==> src/rtl/pool_pkg.sv <==
// Shared types and helpers for the 2x2 stride-2 streaming pooler.
package pool_pkg;

    typedef enum logic [1:0] {
        IDLE     = 2'd0,
        EVEN_ROW = 2'd1,
        ODD_ROW  = 2'd2
    } state_e;

    localparam int DATA_W_DEF   = 8;
    localparam int CHANNELS_DEF = 1;

    // Helpers work on a wide carrier; callers zero-extend in and truncate out.
    localparam int FN_W = 32;

    function automatic logic [FN_W-1:0] max2(input logic [FN_W-1:0] a, input logic [FN_W-1:0] b);
        return (a > b) ? a : b;
    endfunction

    function automatic logic [FN_W-1:0] max3(input logic [FN_W-1:0] a, input logic [FN_W-1:0] b,
                                             input logic [FN_W-1:0] c);
        return max2(max2(a, b), c);
    endfunction

endpackage

==> src/rtl/pool_line_buf.sv <==
// Simple dual-port line buffer holding one pooled-pair value per output column.
module pool_line_buf
    import pool_pkg::*;
#(
    parameter int DEPTH = 320,
    parameter int W     = 8,
    parameter int AW    = 9
) (
    input  logic          clk,
    input  logic          wr_en_i,
    input  logic [AW-1:0] wr_addr_i,
    input  logic [W-1:0]  wr_data_i,
    input  logic [AW-1:0] rd_addr_i,
    output logic [W-1:0]  rd_data_o
);

    logic [W-1:0] mem_q [DEPTH];

    always_ff @(posedge clk) begin
        if (wr_en_i) mem_q[wr_addr_i] <= wr_data_i;
    end

    // Combinational read: the top row's pair is available on the odd column itself.
    assign rd_data_o = mem_q[rd_addr_i];

endmodule

==> src/rtl/max_pool_stream_2x2.sv <==
// Streaming 2x2/stride-2 pooler with valid/ready, frame/line markers and error recovery.
// Optional average pooling is enabled by defining AVG_POOL_EN.
module max_pool_stream_2x2
    import pool_pkg::*;
#(
    parameter int DATA_W    = DATA_W_DEF,
    parameter int CHANNELS  = CHANNELS_DEF,
    parameter int MAX_WIDTH = 640,
    parameter int WCNT_W    = 11
) (
    input  logic                       clk,
    input  logic                       reset,
    input  logic [WCNT_W-1:0]          cfg_width,
`ifdef AVG_POOL_EN
    input  logic                       pool_avg,
`endif
    input  logic                       s_valid,
    output logic                       s_ready,
    input  logic [CHANNELS*DATA_W-1:0] s_data,
    input  logic                       s_sof,
    input  logic                       s_eol,
    output logic                       m_valid,
    input  logic                       m_ready,
    output logic [CHANNELS*DATA_W-1:0] m_data,
    output logic                       m_sof,
    output logic                       m_eol,
    output logic                       err_frame
);

    localparam int PW    = CHANNELS * DATA_W;
`ifdef AVG_POOL_EN
    localparam int BUF_W = DATA_W + 1;
`else
    localparam int BUF_W = DATA_W;
`endif
    localparam int DEPTH = MAX_WIDTH / 2;
    localparam int AW    = (DEPTH > 1) ? $clog2(DEPTH) : 1;

    state_e              state_q, state_d;
    logic [WCNT_W-1:0]   col_q, width_q;
    logic [PW-1:0]       hold_q;
    logic                sof_pend_q, err_q;
    logic                m_valid_q, m_sof_q, m_eol_q;
    logic [PW-1:0]       m_data_q;

    logic                acc, pair_ok, wr_en, emit, err_set;
    state_e              eff_st;
    logic [WCNT_W-1:0]   ecol, ewidth, pair_idx;
    logic [CHANNELS*BUF_W-1:0] wr_data, rd_data;
    logic [PW-1:0]       out_data;

    assign s_ready = !m_valid_q | m_ready;
    assign acc     = s_valid & s_ready;

    // An s_sof beat is always column 0 of a fresh EVEN_ROW, whatever came before.
    assign eff_st   = s_sof ? EVEN_ROW : state_q;
    assign ecol     = s_sof ? '0 : col_q;
    assign ewidth   = s_sof ? cfg_width : width_q;
    assign pair_idx = ecol >> 1;
    assign pair_ok  = ecol[0] && (pair_idx < (ewidth >> 1)) && (int'(pair_idx) < DEPTH);

    always_ff @(posedge clk or posedge reset) begin
        if (reset) state_q <= IDLE;
        else       state_q <= state_d;
    end

    always_comb begin
        state_d = state_q;
        if (acc && eff_st != IDLE) begin
            if (s_eol)      state_d = (eff_st == EVEN_ROW) ? ODD_ROW : EVEN_ROW;
            else if (s_sof) state_d = EVEN_ROW;
        end
    end

    always_comb begin
        wr_en   = acc && (eff_st == EVEN_ROW) && pair_ok;
        emit    = acc && (eff_st == ODD_ROW) && pair_ok;
        err_set = acc && (((eff_st != IDLE) && s_eol && (ecol != ewidth - 1'b1)) ||
                          (s_sof && (state_q != IDLE) && (col_q != '0)));
    end

`ifdef AVG_POOL_EN
    logic avg_q, eff_avg;
    assign eff_avg = s_sof ? pool_avg : avg_q;
    always_ff @(posedge clk or posedge reset) begin
        if (reset)              avg_q <= 1'b0;
        else if (acc && s_sof)  avg_q <= pool_avg;
    end
`endif

    for (genvar c = 0; c < CHANNELS; c++) begin : g_ch
        logic [DATA_W-1:0] px, hd;
        logic [BUF_W-1:0]  bf;
        assign px = s_data[c*DATA_W +: DATA_W];
        assign hd = hold_q[c*DATA_W +: DATA_W];
        assign bf = rd_data[c*BUF_W +: BUF_W];
`ifdef AVG_POOL_EN
        logic [DATA_W+1:0] sum4;
        assign sum4 = (DATA_W+2)'(bf) + (DATA_W+2)'(hd) + (DATA_W+2)'(px) + (DATA_W+2)'(2);
        assign wr_data[c*BUF_W +: BUF_W] = eff_avg ? (BUF_W'(hd) + BUF_W'(px))
                                                   : BUF_W'(max2(FN_W'(hd), FN_W'(px)));
        assign out_data[c*DATA_W +: DATA_W] = eff_avg ? DATA_W'(sum4 >> 2)
                                                      : DATA_W'(max3(FN_W'(hd), FN_W'(px), FN_W'(bf)));
`else
        assign wr_data[c*BUF_W +: BUF_W]    = BUF_W'(max2(FN_W'(hd), FN_W'(px)));
        assign out_data[c*DATA_W +: DATA_W] = DATA_W'(max3(FN_W'(hd), FN_W'(px), FN_W'(bf)));
`endif
    end

    pool_line_buf #(.DEPTH(DEPTH), .W(CHANNELS*BUF_W), .AW(AW)) u_line_buf (
        .clk       (clk),
        .wr_en_i   (wr_en),
        .wr_addr_i (AW'(pair_idx)),
        .wr_data_i (wr_data),
        .rd_addr_i (AW'(pair_idx)),
        .rd_data_o (rd_data)
    );

    always_ff @(posedge clk or posedge reset) begin
        if (reset) begin
            col_q      <= '0;
            width_q    <= '0;
            hold_q     <= '0;
            sof_pend_q <= 1'b0;
            err_q      <= 1'b0;
            m_valid_q  <= 1'b0;
            m_data_q   <= '0;
            m_sof_q    <= 1'b0;
            m_eol_q    <= 1'b0;
        end else begin
            if (acc) begin
                if (eff_st == IDLE || s_eol) col_q <= '0;
                else                         col_q <= ecol + 1'b1;
                if (!ecol[0]) hold_q <= s_data;
                if (s_sof) begin
                    width_q    <= cfg_width;
                    sof_pend_q <= 1'b1;
                end
            end
            if (err_set) err_q <= 1'b1;
            // Output register only loads when free or draining, so no beat is ever overwritten.
            if (emit) begin
                m_valid_q  <= 1'b1;
                m_data_q   <= out_data;
                m_sof_q    <= sof_pend_q;
                m_eol_q    <= (pair_idx == (ewidth >> 1) - 1'b1);
                sof_pend_q <= 1'b0;
            end else if (m_ready) begin
                m_valid_q  <= 1'b0;
            end
        end
    end

    assign m_valid   = m_valid_q;
    assign m_data    = m_data_q;
    assign m_sof     = m_sof_q;
    assign m_eol     = m_eol_q;
    assign err_frame = err_q;

endmodule

==> config.mk <==
export PLATFORM = sky130hd
export DESIGN_NAME = max_pool_stream_2x2
export DESIGN_NICKNAME = d
export VERILOG_FILES = /design/src/rtl/pool_pkg.sv /design/src/rtl/pool_line_buf.sv /design/src/rtl/max_pool_stream_2x2.sv
export SDC_FILE = /design/constraint.sdc
export NUM_CORES = 2
export LEC_CHECK = 0
export ABC_AREA = 0
export CELL_PAD_IN_SITES_DETAIL_PLACEMENT = 1
export CELL_PAD_IN_SITES_GLOBAL_PLACEMENT = 2
export CORE_ASPECT_RATIO = 1.1
export CORE_MARGIN = 4
export CORE_UTILIZATION = 54
export CTS_CLUSTER_DIAMETER = 50
export DETAILED_ROUTE_END_ITERATION = 10
export PLACE_DENSITY = 0.92
export RECOVER_POWER = 50
export SLEW_MARGIN = 30
export SYNTH_ARGS = -nofsm -noshare
export SYNTH_HDL_FRONTEND = slang
export SYNTH_HIERARCHICAL = 1
export SYNTH_SLANG_ARGS = --single-unit
export TNS_END_PERCENT = 10
==> constraint.sdc <==
create_clock -name clk -period 13.1 [get_ports clk]
set_clock_uncertainty 0.05 [all_clocks]
set_input_delay 1.965 -clock clk [delete_from_list [all_inputs] [get_ports clk]]
set_output_delay 1.965 -clock clk [all_outputs]
set_load 0.1 [all_outputs]
==> results.md <==
Status:
- The run finished, with violations left.
- The final reports fail on capacitance limit, slew limit.

Timing:
- The shortest clock period the worst path allows after layout is slightly below 10000 ps.
- The maximum operating frequency is roughly 0.1 GHz.
- For the pin with the worst max-slew slack, the measured transition is 5800 ps.
- The sum of negative setup slack is 0 ps.
- Setup repair after global routing left no endpoint under its margin.
- Of the available clock period, the critical path in the final layout requires 0.753.
- The worst slew margin relative to its limit is -2.87.
- The number of failing hold endpoints at the final stage came to 0.
- The count of final max-slew check failures is between 1000 and 1500.
- The final number of setup-violating endpoints is 0.

Global route:
- The overall track demand over capacity in global routing is 0.295.
- The first-pass GRT wire length is 421000 µm.
- The aggregate global routing overflow is 0.
- Entering global routing, the biggest net connects between 150 and 200 pins.
- The via count of the first global-routing pass came to 56400.
- The initial antenna violation count was 11.

Clock network:
- The number of sinks on the clock net is 2605.
- The later pin in the worst-skew pair is clocked with a latency of around 900 ps.
- TritonCTS created 240 clock buffers.
- TritonCTS built the clock tree.
- Once the clock tree was built, the setup fixing pass inserted 0 buffers.
- The CTS clock-pin slew for the worst setup and hold paths is 70 ps.
- The number of buffers between clock root and the deepest sink is 3.
- In this run, post-CTS hold repair placed 0 buffers.
- The H-tree was split into 4 levels.
- The buffer cell driving the clock tree root is clkbuf_16.
- Post-CTS repair changed the size of 0 cells.

Cells and area:
- The number of filler cells placed in the layout is between 15000 and 20000.
- The library cells used most frequently in the layout, excluding fill and tap cells, are 2560 x edfxtp_1, 590 x mux4_2, 333 x nor2_1, 304 x mux2i_1, 241 x clkbuf_16.
- With fillers left out, the area of the finished cells amounts to roughly 110000 µm².
- Relative to the synthesized area, the layout overhead comes to 10.4%.
- In the final layout, the share of cells above drive strength 1 is 0.203.
- The number of nets in the final layout is 5134.
- The library cell used most frequently in the layout, excluding fill and tap cells, is edfxtp_1.

Critical path:
- The launching element type of the critical path is a primary input.
- Broken down by cell family, the worst path's largest delay share belongs to buffers and inverters.
- The critical path starts at s_sof.
- The worst setup path is of the primary input to flop kind.
- In this run the critical register-to-register path is launched from g_ch[0].hd[1].
- The type of destination of the critical path is a flop.
- The data arrival at the endpoint of the critical path is 10560 ps.
- The highest net fanout along the worst path is 93.
- The minimum setup slack among reg-to-reg paths is 4760 ps.
- Walking the worst path, the cells encountered are clkbuf_1, clkbuf_1, nor2b_4, buf_12, nand3b_1, a221oi_1, o21ai_0, nand4_1, a221oi_1, o211ai_1, a22o_1, inv_1, ha_1, nor2b_1, o21a_1, o21ai_0, a21o_1, or3_1, o211ai_1.
- The slowest stage of the critical path is the clkbuf_1 cell.
- In this design, the stage delay of the slowest critical-path cell is around 2400 ps.
- The buffering stage count on the worst path with inverters included is 4.
- For the worst setup path, the data required time is around 14000 ps.

Job:
- The number of maximum-capacitance constraint violations is 13.

Synthesis:
- The synthesized net count is between 5000 and 6000.
- The synthesized design contains approximately 2600 enable-type register cells.
- After synthesis, the share of flip-flops with an asynchronous set or reset is 0.0173.
- The cell count after synthesis came out at ~5000.
- The number of library cell types mapped by synthesis is 71.
- The mapped netlist covers 103000 µm².
- After synthesis the netlist holds a flip-flop and latch count of 2605.
- Of the synthesized area, sequential elements account for 0.758.
- The synthesis warning total is 6.
- The most used flip-flop cell after synthesis is edfxtp_1.
- The mean cell area of the mapped netlist is 20.5 µm².

Die:
- For this configuration, the core starts out at a cell density of 0.545.
- The floorplan step defined a die boundary enclosing 198000 µm².
- The floorplan step set the die height to ~470 µm.
- Row generation in the floorplan step produced between 150 and 200 rows.
- After floorplanning, the core was sized to cover between 150000 and 200000 µm².
- The die width is approximately 420 µm.
- The number of placed I/O pins is 38.

Placed design:
- At the end of routability-driven placement, the weighted congestion stood at just over 0.8.
- The port buffer count is 37.
- The placed cell area is ~110000 µm².
- Detailed placement ended at an HPWL of around 160000 µm.

Min path:
- The startpoint identified for the worst hold timing path is sof_pend_q.
- In this run the worst hold path is classified as flop to flop.

Power:
- For this design the ratio of total power to cell area is approximately 160 nW/µm².
- Across the VDD grid, the largest voltage drop is between 150 and 200 µV.
- In this run the static leakage power is between 30 and 40 nW.

Drt:
- The first routing iteration left approximately 8600 violations.
- In the routed design, unresolved DRC markers number 0.
- The detail route stage leaves a number of antenna-violating nets equal to 0.
- Summing over every cut layer, the via total after detailed routing is 54400.
- The overall routed net length is 289000 µm.
- The average via count per standard cell is 6.95.
- The detailed-router iteration count before antenna repair is 5.
- Dividing the detail-routed wire length by the instance count gives about 37 µm.
-- worst reg2reg max path, cell delays in order, from the launching register on --
cell and delay (ps):
dfrtp_1 400, ha_1 310, nor2b_1 140, o211ai_1 150, a21oi_1 90, o22ai_1 790, mux2i_1 440, inv_8 520
clkbuf_1 4120, buf_6 890
-- kinds of logic (layout without fill, tap and decap cells) --
family,after synthesis,count (layout),share of synthesized area
DFF,2605,2605,0.758
muxes,898,898,0.159
and+or+nand+nor,645,645,0.0280
AOI/OAI and AO/OA,487,487,0.0323
buffers and inverters,345,595,0.0173
adders and majority gates,29,29,0.00353
xor gates and xnor gates,21,21,0.00179
other,0,5,0
-- synth_stat cells (13+ instances only) --
library cell | count | area share
nand3_1 | 44 | 0.0021
mux2i_1 | 304 | 0.030
nand2b_1 | 19 | 0.0012
nor2_1 | 352 | 0.013
a21oi_1 | 39 | 0.0019
clkbuf_1 | 170 | 0.0062
mux4_2 | 590 | 0.13
nand2_1 | 102 | 0.0037
a41oi_1 | 14 | 0.0012
a211oi_1 | 16 | 0.0012
a31oi_1 | 13 | 0.00079
a221oi_1 | 83 | 0.0071
o22ai_1 | 30 | 0.0018
o21ai_0 | 150 | 0.0073
ha_1 | 29 | 0.0035
buf_1 | 16 | 0.00058
nand4_1 | 29 | 0.0018
edfxtp_1 | 2560 | 0.75
dfrtp_1 | 45 | 0.011
buf_2 | 52 | 0.0025
buf_4 | 32 | 0.0023
nor3_1 | 17 | 0.00083
a22oi_1 | 45 | 0.0033
nor2b_1 | 31 | 0.0019
o211ai_1 | 41 | 0.0030
buf_6 | 40 | 0.0044
inv_1 | 34 | 0.0012
-- layout make-up --
cell class / instances / area [µm²] / area share
repair buffers: 118 / 1100 / 0.00965
diodes: 5 / 12.5 / 0.000110
flip-flops and latches: 2605 / 78000 / 0.687
clock inverters: 154 / 1640 / 0.0144
inverters: 35 / 203 / 0.00178
multi-input cells: 2080 / 23300 / 0.205
well taps: 2535 / 3170 / 0.0279
clock buffers: 288 / 6210 / 0.0546
-- flip-flops by register name (all words and copies together) (netlist names) --
signal            flops
col_q                11
m_eol                 1
u_line_buf/mem_q   2560
state_q               2
sof_pend_q            1
g_ch.hd               8
err_frame             1
m_valid               1
m_data                8
m_sof                 1
width_q              11
-- path summary, 6_finish.rpt --
path                                                  to  cells past startpoint
min in group asynchronous                  g_ch[0].hd[2]                      2
worst max register to register  u_line_buf/mem_q[287][5]                      9
worst min register to register                sof_pend_q                      2
worst min-delay path                          sof_pend_q                      2
worst max-delay path                           m_data[0]                     19
max in group asynchronous                       col_q[3]                      2
-- report_power, final --
part | internal (mW) | total, mW | switching, mW
clock | 3.91 | 7.08 | 3.17
sequential | 9.62 | 9.64 | 0.0232
combinational | 0.193 | 1.00 | 0.810
total | 13.7 | 17.7 | 4.00
-- stage by stage --
stage	hold WS [ps]	worst slack, ps	cells	total power, mW	util
2_1_floorplan	407	4480	5030	10.4	-
3_3_place_gp	435	4720	7371	10.7	0.560
3_5_place_dp	441	4340	7372	10.7	0.560
4_1_cts	452	5250	7814	17.7	0.601
5_1_grt	492	3040	7816	18.2	0.601
6_report	456	3230	7820	17.7	0.602
-- layer usage --
layer,wire length [µm],GRT usage,vias up
met5,12,0,-
met4,13400,0.121,2
met3,32800,0.0619,748
met2,142000,0.476,4287
met1,101000,0.398,28400
li1,-,-,21000
Power figures use the tool's default switching activity.
